[src/rtl/bcd_pkg.sv]
// rtl/bcd_pkg.sv - shared BCD digit type, constants, controller states and digit check
package bcd_pkg;

  typedef logic [3:0] bcd_digit_t;

  localparam bcd_digit_t BCD_MAX = 4'd9;
  localparam bcd_digit_t BCD_ADJ = 4'd6;

  typedef enum logic [1:0] {
    IDLE,
    ADD,
    DONE
  } bcd_ser_state_t;

  function automatic logic is_bcd(input bcd_digit_t digit);
    return digit <= BCD_MAX;
  endfunction

endpackage

[src/rtl/bcd_digit_adder.sv]
// rtl/bcd_digit_adder.sv - combinational single-digit BCD adder slice with decimal carry
module bcd_digit_adder
  import bcd_pkg::*;
(
  input  logic [3:0] a,
  input  logic [3:0] b,
  input  logic       ci,
  output logic [3:0] s,
  output logic       co,
  output logic       bad
);

  logic [4:0] s5;

  always_comb begin
    s5  = {1'b0, a} + {1'b0, b} + {4'b0000, ci};
    s   = s5[3:0];
    co  = 1'b0;
    // Adding 6 modulo 16 skips the six unused codes and yields the decimal digit.
    if (s5 > {1'b0, BCD_MAX}) begin
      s  = s5[3:0] + BCD_ADJ;
      co = 1'b1;
    end
    bad = !is_bcd(a) || !is_bcd(b);
  end

endmodule

[src/rtl/bcd_serial_adder.sv]
// rtl/bcd_serial_adder.sv - multi-digit BCD adder reusing one digit slice, LSD first
module bcd_serial_adder
  import bcd_pkg::*;
#(
  parameter int NDIG = 4
) (
  input  logic              clk,
  input  logic              rst_n,
  input  logic              in_valid,
  output logic              in_ready,
  input  logic [4*NDIG-1:0] a,
  input  logic [4*NDIG-1:0] b,
  input  logic              cin,
  output logic              out_valid,
  input  logic              out_ready,
  output logic [4*NDIG-1:0] sum,
  output logic              cout,
  output logic              err
);

  localparam int IDX_W = (NDIG > 1) ? $clog2(NDIG) : 1;
  localparam logic [IDX_W-1:0] LAST_IDX = IDX_W'(NDIG - 1);

  bcd_ser_state_t    state;
  logic [4*NDIG-1:0] a_q;
  logic [4*NDIG-1:0] b_q;
  logic [4*NDIG-1:0] sum_q;
  logic [IDX_W-1:0]  idx;
  logic              carry;
  logic              cout_q;
  logic              err_q;
  logic              out_valid_q;

  bcd_digit_t        dig_a;
  bcd_digit_t        dig_b;
  bcd_digit_t        dig_s;
  logic              dig_co;
  logic              dig_bad;

  assign dig_a = a_q[{idx, 2'b00} +: 4];
  assign dig_b = b_q[{idx, 2'b00} +: 4];

  bcd_digit_adder u_digit (
    .a   (dig_a),
    .b   (dig_b),
    .ci  (carry),
    .s   (dig_s),
    .co  (dig_co),
    .bad (dig_bad)
  );

  always_ff @(posedge clk or negedge rst_n) begin
    if (!rst_n) begin
      state       <= IDLE;
      a_q         <= '0;
      b_q         <= '0;
      sum_q       <= '0;
      idx         <= '0;
      carry       <= 1'b0;
      cout_q      <= 1'b0;
      err_q       <= 1'b0;
      out_valid_q <= 1'b0;
    end else begin
      case (state)
        IDLE: begin
          if (in_valid) begin
            a_q    <= a;
            b_q    <= b;
            carry  <= cin;
            idx    <= '0;
            err_q  <= 1'b0;
            sum_q  <= '0;
            cout_q <= 1'b0;
            state  <= ADD;
          end
        end
        ADD: begin
          sum_q[{idx, 2'b00} +: 4] <= dig_s;
          carry <= dig_co;
          if (dig_bad) begin
            err_q <= 1'b1;
          end
          // Result is presented on the same edge the last digit is written.
          if (idx == LAST_IDX) begin
            cout_q      <= dig_co;
            out_valid_q <= 1'b1;
            state       <= DONE;
          end else begin
            idx <= idx + 1'b1;
          end
        end
        DONE: begin
          if (out_ready) begin
            out_valid_q <= 1'b0;
            state       <= IDLE;
          end
        end
        default: begin
          state <= IDLE;
        end
      endcase
    end
  end

  assign in_ready  = (state == IDLE);
  assign out_valid = out_valid_q;
  assign sum       = sum_q;
  assign cout      = cout_q;
  assign err       = err_q;

endmodule
[config.mk]
export PLATFORM = sky130hd
export DESIGN_NAME = bcd_serial_adder
export DESIGN_NICKNAME = d
export VERILOG_FILES = /design/src/rtl/bcd_pkg.sv /design/src/rtl/bcd_digit_adder.sv /design/src/rtl/bcd_serial_adder.sv
export SDC_FILE = /design/constraint.sdc
export NUM_CORES = 1
export LEC_CHECK = 0
export CORE_MARGIN = 2
export CORE_UTILIZATION = 55
export DETAILED_ROUTE_END_ITERATION = 8
export GPL_ROUTABILITY_DRIVEN = 0
export PLACE_DENSITY = 0.85
export RECOVER_POWER = 100
export SYNTH_ARGS = -nofsm -noshare
export SYNTH_HDL_FRONTEND = slang
export SYNTH_SLANG_ARGS = --single-unit
[constraint.sdc]
create_clock -name clk -period 7.15 [get_ports clk]
set_clock_uncertainty 0.05 [all_clocks]
set_input_delay 1.7875 -clock clk [delete_from_list [all_inputs] [get_ports clk]]
set_output_delay 1.7875 -clock clk [all_outputs]
set_load 0.03 [all_outputs]
After elaboration in Yosys (flattened, before gate mapping)
Cells that the tools add are included.
Operators by class
  $add $sub $neg: 5
  order comparisons: 3
  eq/ne operators: 8
  shift-type cells: 4
  multiplexer cells: 22
  reductions and logical operators: 13
Operators with widths (count)
  16-bit case mux with 2 select lines: 1
  16-bit by 5-bit variable part select with 4-bit output: 2
  16-bit bitwise mux: 1
  16-bit two-way mux: 1
  4-bit by 6-bit variable shift with 16-bit output (first input constant): 1
  4-bit by 6-bit variable part select with 16-bit output: 1
  3-bit AND reduction: 5
  2-bit two-way mux: 5
  2-bit != test (second input constant): 5
  4-bit less-or-equal comparator (second input constant): 2
  1-bit case mux with 2 select lines: 4
  1-bit two-way mux: 7
  4-bit negator with 6-bit output: 1
  2-bit case mux with 3 select lines: 1
  4-bit by 4-bit adder with 5-bit output: 1
  5-bit by 1-bit adder with 5-bit output: 1
  5-bit by 4-bit greater-than comparator with 1-bit output (second input constant): 1
  4-bit by 3-bit adder with 4-bit output (second input constant): 1
  2-bit == test (second input constant): 2
  4-bit two-way mux: 1
  2-bit case mux with 2 select lines: 1
  2-bit AND reduction: 2
  2-bit nonzero test: 2
  2-bit by 1-bit adder with 2-bit output (second input constant): 1
  other kinds (4): 5
Word-level totals
  flip-flop bits (word level): 56
  input port bits: 37
  output and inout port bits: 20
  logic and storage cells: 64

Logic depth before layout (Yosys ltp)
  depth in word-level cells: 8
  gate-level depth with buffers: 12
  depth with buffers taken out: 11

Hierarchy
From an unflattened synthesis, not the netlist that was laid out.
Second synthesis, totals
  cell total of the unflattened synthesis: 193
  area, all modules: 2822.7 um^2
Modules (own cells, without submodules)
  bcd_serial_adder: times used 1, cells each 168, area each 2597.5 um^2, seq. area each 1401.3 um^2
  bcd_digit_adder: times used 1, cells each 25, area each 225.2 um^2, seq. area each 0.0 um^2

Least setup slack after synthesis
OpenSTA, ideal clock, no wires.
  kind: register to register
  start point: register idx[0]
  end point: register sum_q[10], in the netlist sum[10]
  library setup time: 133 ps
  arrival time: 3307 ps
  data required time: 6967 ps
  setup slack: 3660 ps
  stages on the path, launching flop included: 12
  path buffers: 1
  period minus slack after synthesis: 3490 ps
  cell sequence: dfrtp_1 > buf_6 > mux4_1 > fa_1 > fa_1 > xor2_1 > inv_1 > ha_1 > nor2b_1 > o311a_1 > a211oi_2 > o21ai_0
Between the ends
  word-level cells in the longest chain between the ends: 8
  elaborated cells on any way between the ends: 12
  classes of those cells: add/sub (4); order compare (1); shift (4); mux (3)
Ends and longest elaborated chain
  start, declared: RTL line bcd_serial_adder.sv:28  | logic [IDX_W-1:0] idx;
  start signal, assigned: RTL line bcd_serial_adder.sv:89  | idx <= idx + 1'b1;
  16-bit by 5-bit variable part select with 4-bit output, on equally long branches: RTL line bcd_serial_adder.sv:40, bcd_serial_adder.sv:41
  4-bit by 4-bit adder with 5-bit output: RTL line bcd_digit_adder.sv:16  | s5 = {1'b0, a} + {1'b0, b} + {4'b0000, ci};
  5-bit by 1-bit adder with 5-bit output: RTL line bcd_digit_adder.sv:16
  4-bit by 3-bit adder with 4-bit output or 5-bit by 4-bit greater-than comparator with 1-bit output (tied branches): RTL line bcd_digit_adder.sv:21, bcd_digit_adder.sv:20
  4-bit two-way mux: RTL line bcd_digit_adder.sv:20  | if (s5 > {1'b0, BCD_MAX}) begin
  4-bit by 6-bit variable part select with 16-bit output: RTL line bcd_serial_adder.sv:78  | sum_q[{idx, 2'b00} +: 4] <= dig_s;
  16-bit bitwise mux (*): RTL line bcd_serial_adder.sv:78
  16-bit case mux with 2 select lines (*): RTL line bcd_serial_adder.sv:64  | case (state)
  end signal, assigned by index: RTL line bcd_serial_adder.sv:78
  end, declared: RTL line bcd_serial_adder.sv:27  | logic [4*NDIG-1:0] sum_q;
Mark *: on every way between the ends. The rest lies on a longest branch, timed or not.
A chain may end at the register's enable or synchronous reset.

==> metrics.csv <==
metric,value,unit
postRouteAntennaNets,0,
fp.dieH,74.9,um
timing.rr.end,sum[10]$_DFFE_PN0P_,
clock_sinks,56,
cts_tree,done,
netlist_instances,226,
clock.fmax,0.237,GHz
wl_per_cell,15.4,um
slew-limit-headroom,-95.6,%
drive_above_1_share,16.5,%
hold_class,reg -> reg,
netlist_area,2770,um2
crit_path_max_incr_delay,2.07,ns
cp.arrival,3.95,ns
diodes,0,
status,"finished, violations left",
grt_max_degree,57,
post-route-period-util,59.1,%
cts.clk_slew.worst_paths,0.09,ns
syn-num-nets,273,
drv_slew,92,
root_buffer,clkbuf_8,
track_usage,22.1,%
hold_violations,0,
tightest_slew,2.93,ns
hold_buffers,0,
remaining_drc_errors,0,
coreArea,4790,um2
ys_ff_latch,56,
post-cts-setup-buffers,0,
cp_cell_sequence,buf_2 > clkbuf_1,
clock_latency,0.30,ns
critPathRequiredTime,6.88,ns
tns,0,ns
port_buffers,56,
die_w,74.9,um
critical_path_class,in -> async,
reg2reg_depth,10,
num_vias,1940,
synthArstFlopShare,100,%
violations,"capacitance limit, slew limit",
dieArea,5620,um2
rows,25,
fin_ws,2.92,ns
area_growth,24.5,%
dp_hpwl,4.10,mm
r2r_start,idx[0]$_DFFE_PN0P_,
crit_fanout,56,
cp.buffers_inverters,2,
finalNetCount,330,
synth_seq_area_share,50.6,%
syn_avg_cell_area,12.2,um2
startpoint,rst_n,
firstDrtPassIters,4,
rsz0062_at_grt,no,
synth_edf_count,0,
end_kind,asynchronous set/reset pin,
numCtsBuffers,5,
viasPerCell,5.53,
routed_wl,5.42,mm
yosysWarnings,0,
grt_pass1_vias,1998,
io_pins,57,
grt_pass1_wl,9.28,mm
min_path_cells,2,
maxCapViolCount,2,
post-place-ws,3.19,ns
hold_start,sum[12]$_DFFE_PN0P_,
synth_flop_cell,dfrtp_1,
gr-total-overflow,0,
whs_endpoint,sum[12]$_DFFE_PN0P_,
r2r_setup_slack,3.02,ns
grt_antenna_before_repair,0,
drt_iter0_markers,105,
synth_cell_types,46,
setup_viol,0,
slowest_stage,clkbuf_1,
postCtsResizedCells,0,
timing.final.crit_period,4.23,ns
start_util,57.8,%
holdWs,0.432,ns
clk_path_buf_depth,2,
critical-path-top-delay-family,buffers and inverters,
startpoint_type,input port,
htreeDepth,2,
## cell type report
type | count | area (um2)
clock inverter | 1 | 7.51
clock buffer | 7 | 86.3
inverter | 9 | 33.8
fill | 350 | 1340
tap | 67 | 83.8
sequential | 56 | 1400
multi-input combinational | 153 | 1270
timing repair buffer | 58 | 563
## cells in the mapped netlist (all sizes together) (2+ instances only)
cell type  number  area, um2
nor3            2       10.0
a21oi           4       31.3
dfrtp          56       1400
and2            2       12.5
o21ai          20        104
mux2           32        360
nand3           3       15.0
mux4            8        199
nor2            7       26.3
o211ai          2       20.0
a22o            3       27.5
buf             6       36.3
nand2          35        131
clkbuf          2       7.51
nand4           2       12.5
fa              2       40.0
nor2b           3       18.8
a211oi          3       32.5
ha              8        100
inv             8       30.0
o31ai           2       20.0
## worst reg2reg max path, cell delays in order, from the launching register on
cell and delay [ns]:
dfrtp_1 0.76, mux4_1 0.67, fa_1 0.46, fa_1 0.43
xor2_1 0.30, inv_1 0.10, ha_1 0.25, nor2b_1 0.18
o311a_1 0.29, a211oi_1 0.37, o21ai_0 0.16
## worst max path at each step
stage / to / slack, ns / cells past startpoint
3_5_place_dp: sum[10]$_DFFE_PN0P_ / 3.19 / 10
5_1_grt: err$_DFFE_PN0P_ / 2.26 / 2
2_1_floorplan: sum[10]$_DFFE_PN0P_ / 3.66 / 11
6_report: b_q[9]$_DFFE_PN0P_ / 2.92 / 2
4_1_cts: sum[10]$_DFFE_PN0P_ / 3.13 / 10
3_3_place_gp: sum[10]$_DFFE_PN0P_ / 3.29 / 10
## cell families after synthesis
| logic type | after synthesis | synth area share [%] |
|---|---|---|
| xor+xnor | 1 | 0.317 |
| fa+ha+maj | 10 | 5.06 |
| compound gates | 42 | 11.0 |
| flops | 56 | 50.6 |
| mux | 41 | 20.6 |
| buf+inv | 17 | 2.80 |
| simple gates | 59 | 9.58 |
## flip-flops by register name, summed over array words and instances (netlist names)
signal     flops
a_q           16
b_q           16
carry          1
cout           1
err            1
idx            2
out_valid      1
state          2
sum           16
## metrics by stage
stage | util, % | instance area, um2 | cells
after floorplan | - | 2770 | 226
after global placement | 70.6 | 3380 | 343
after detailed placement | 70.6 | 3380 | 343
after CTS | 72.5 | 3470 | 351
after global routing | 72.0 | 3450 | 351
final | 72.0 | 3450 | 351
## cells in the final DEF (no fill, tap or decap), types with 2 or more instances in the layout
master           synthesis  routed
nand3_1                  3       3
mux2_2                  32      32
clkbuf_1                 2       3
nand2_1                 35      35
and2_1                   2       2
nand4_1                  2       2
nor2_1                   7       7
fa_1                     2       2
nor2b_1                  3       3
mux4_1                   5       5
inv_1                    8       8
dfrtp_1                 56      56
a211oi_1                 1       3
a22o_1                   2       2
o21ai_1                  9       3
dlygate4sd3_1            0      22
ha_1                     8       8
clkbuf_8                 0       6
clkdlybuf4s50_1          0      33
o31ai_1                  1       2
o21ai_0                 10      17
nor3_1                   2       2
a21oi_1                  3       3
mux4_2                   3       3
## per-layer routing
metal  vias to the layer above  wire (um)  track usage [%]
li1                        927          -                -
met1                       932       2340             29.6
met2                        69       2710             36.0
met3                        12        255             4.55
met4                         0        114             7.94
met5                         -          0                0
Power is not shown: default switching activity piles up to over one toggle a cycle in this logic, so the estimate is an artifact.
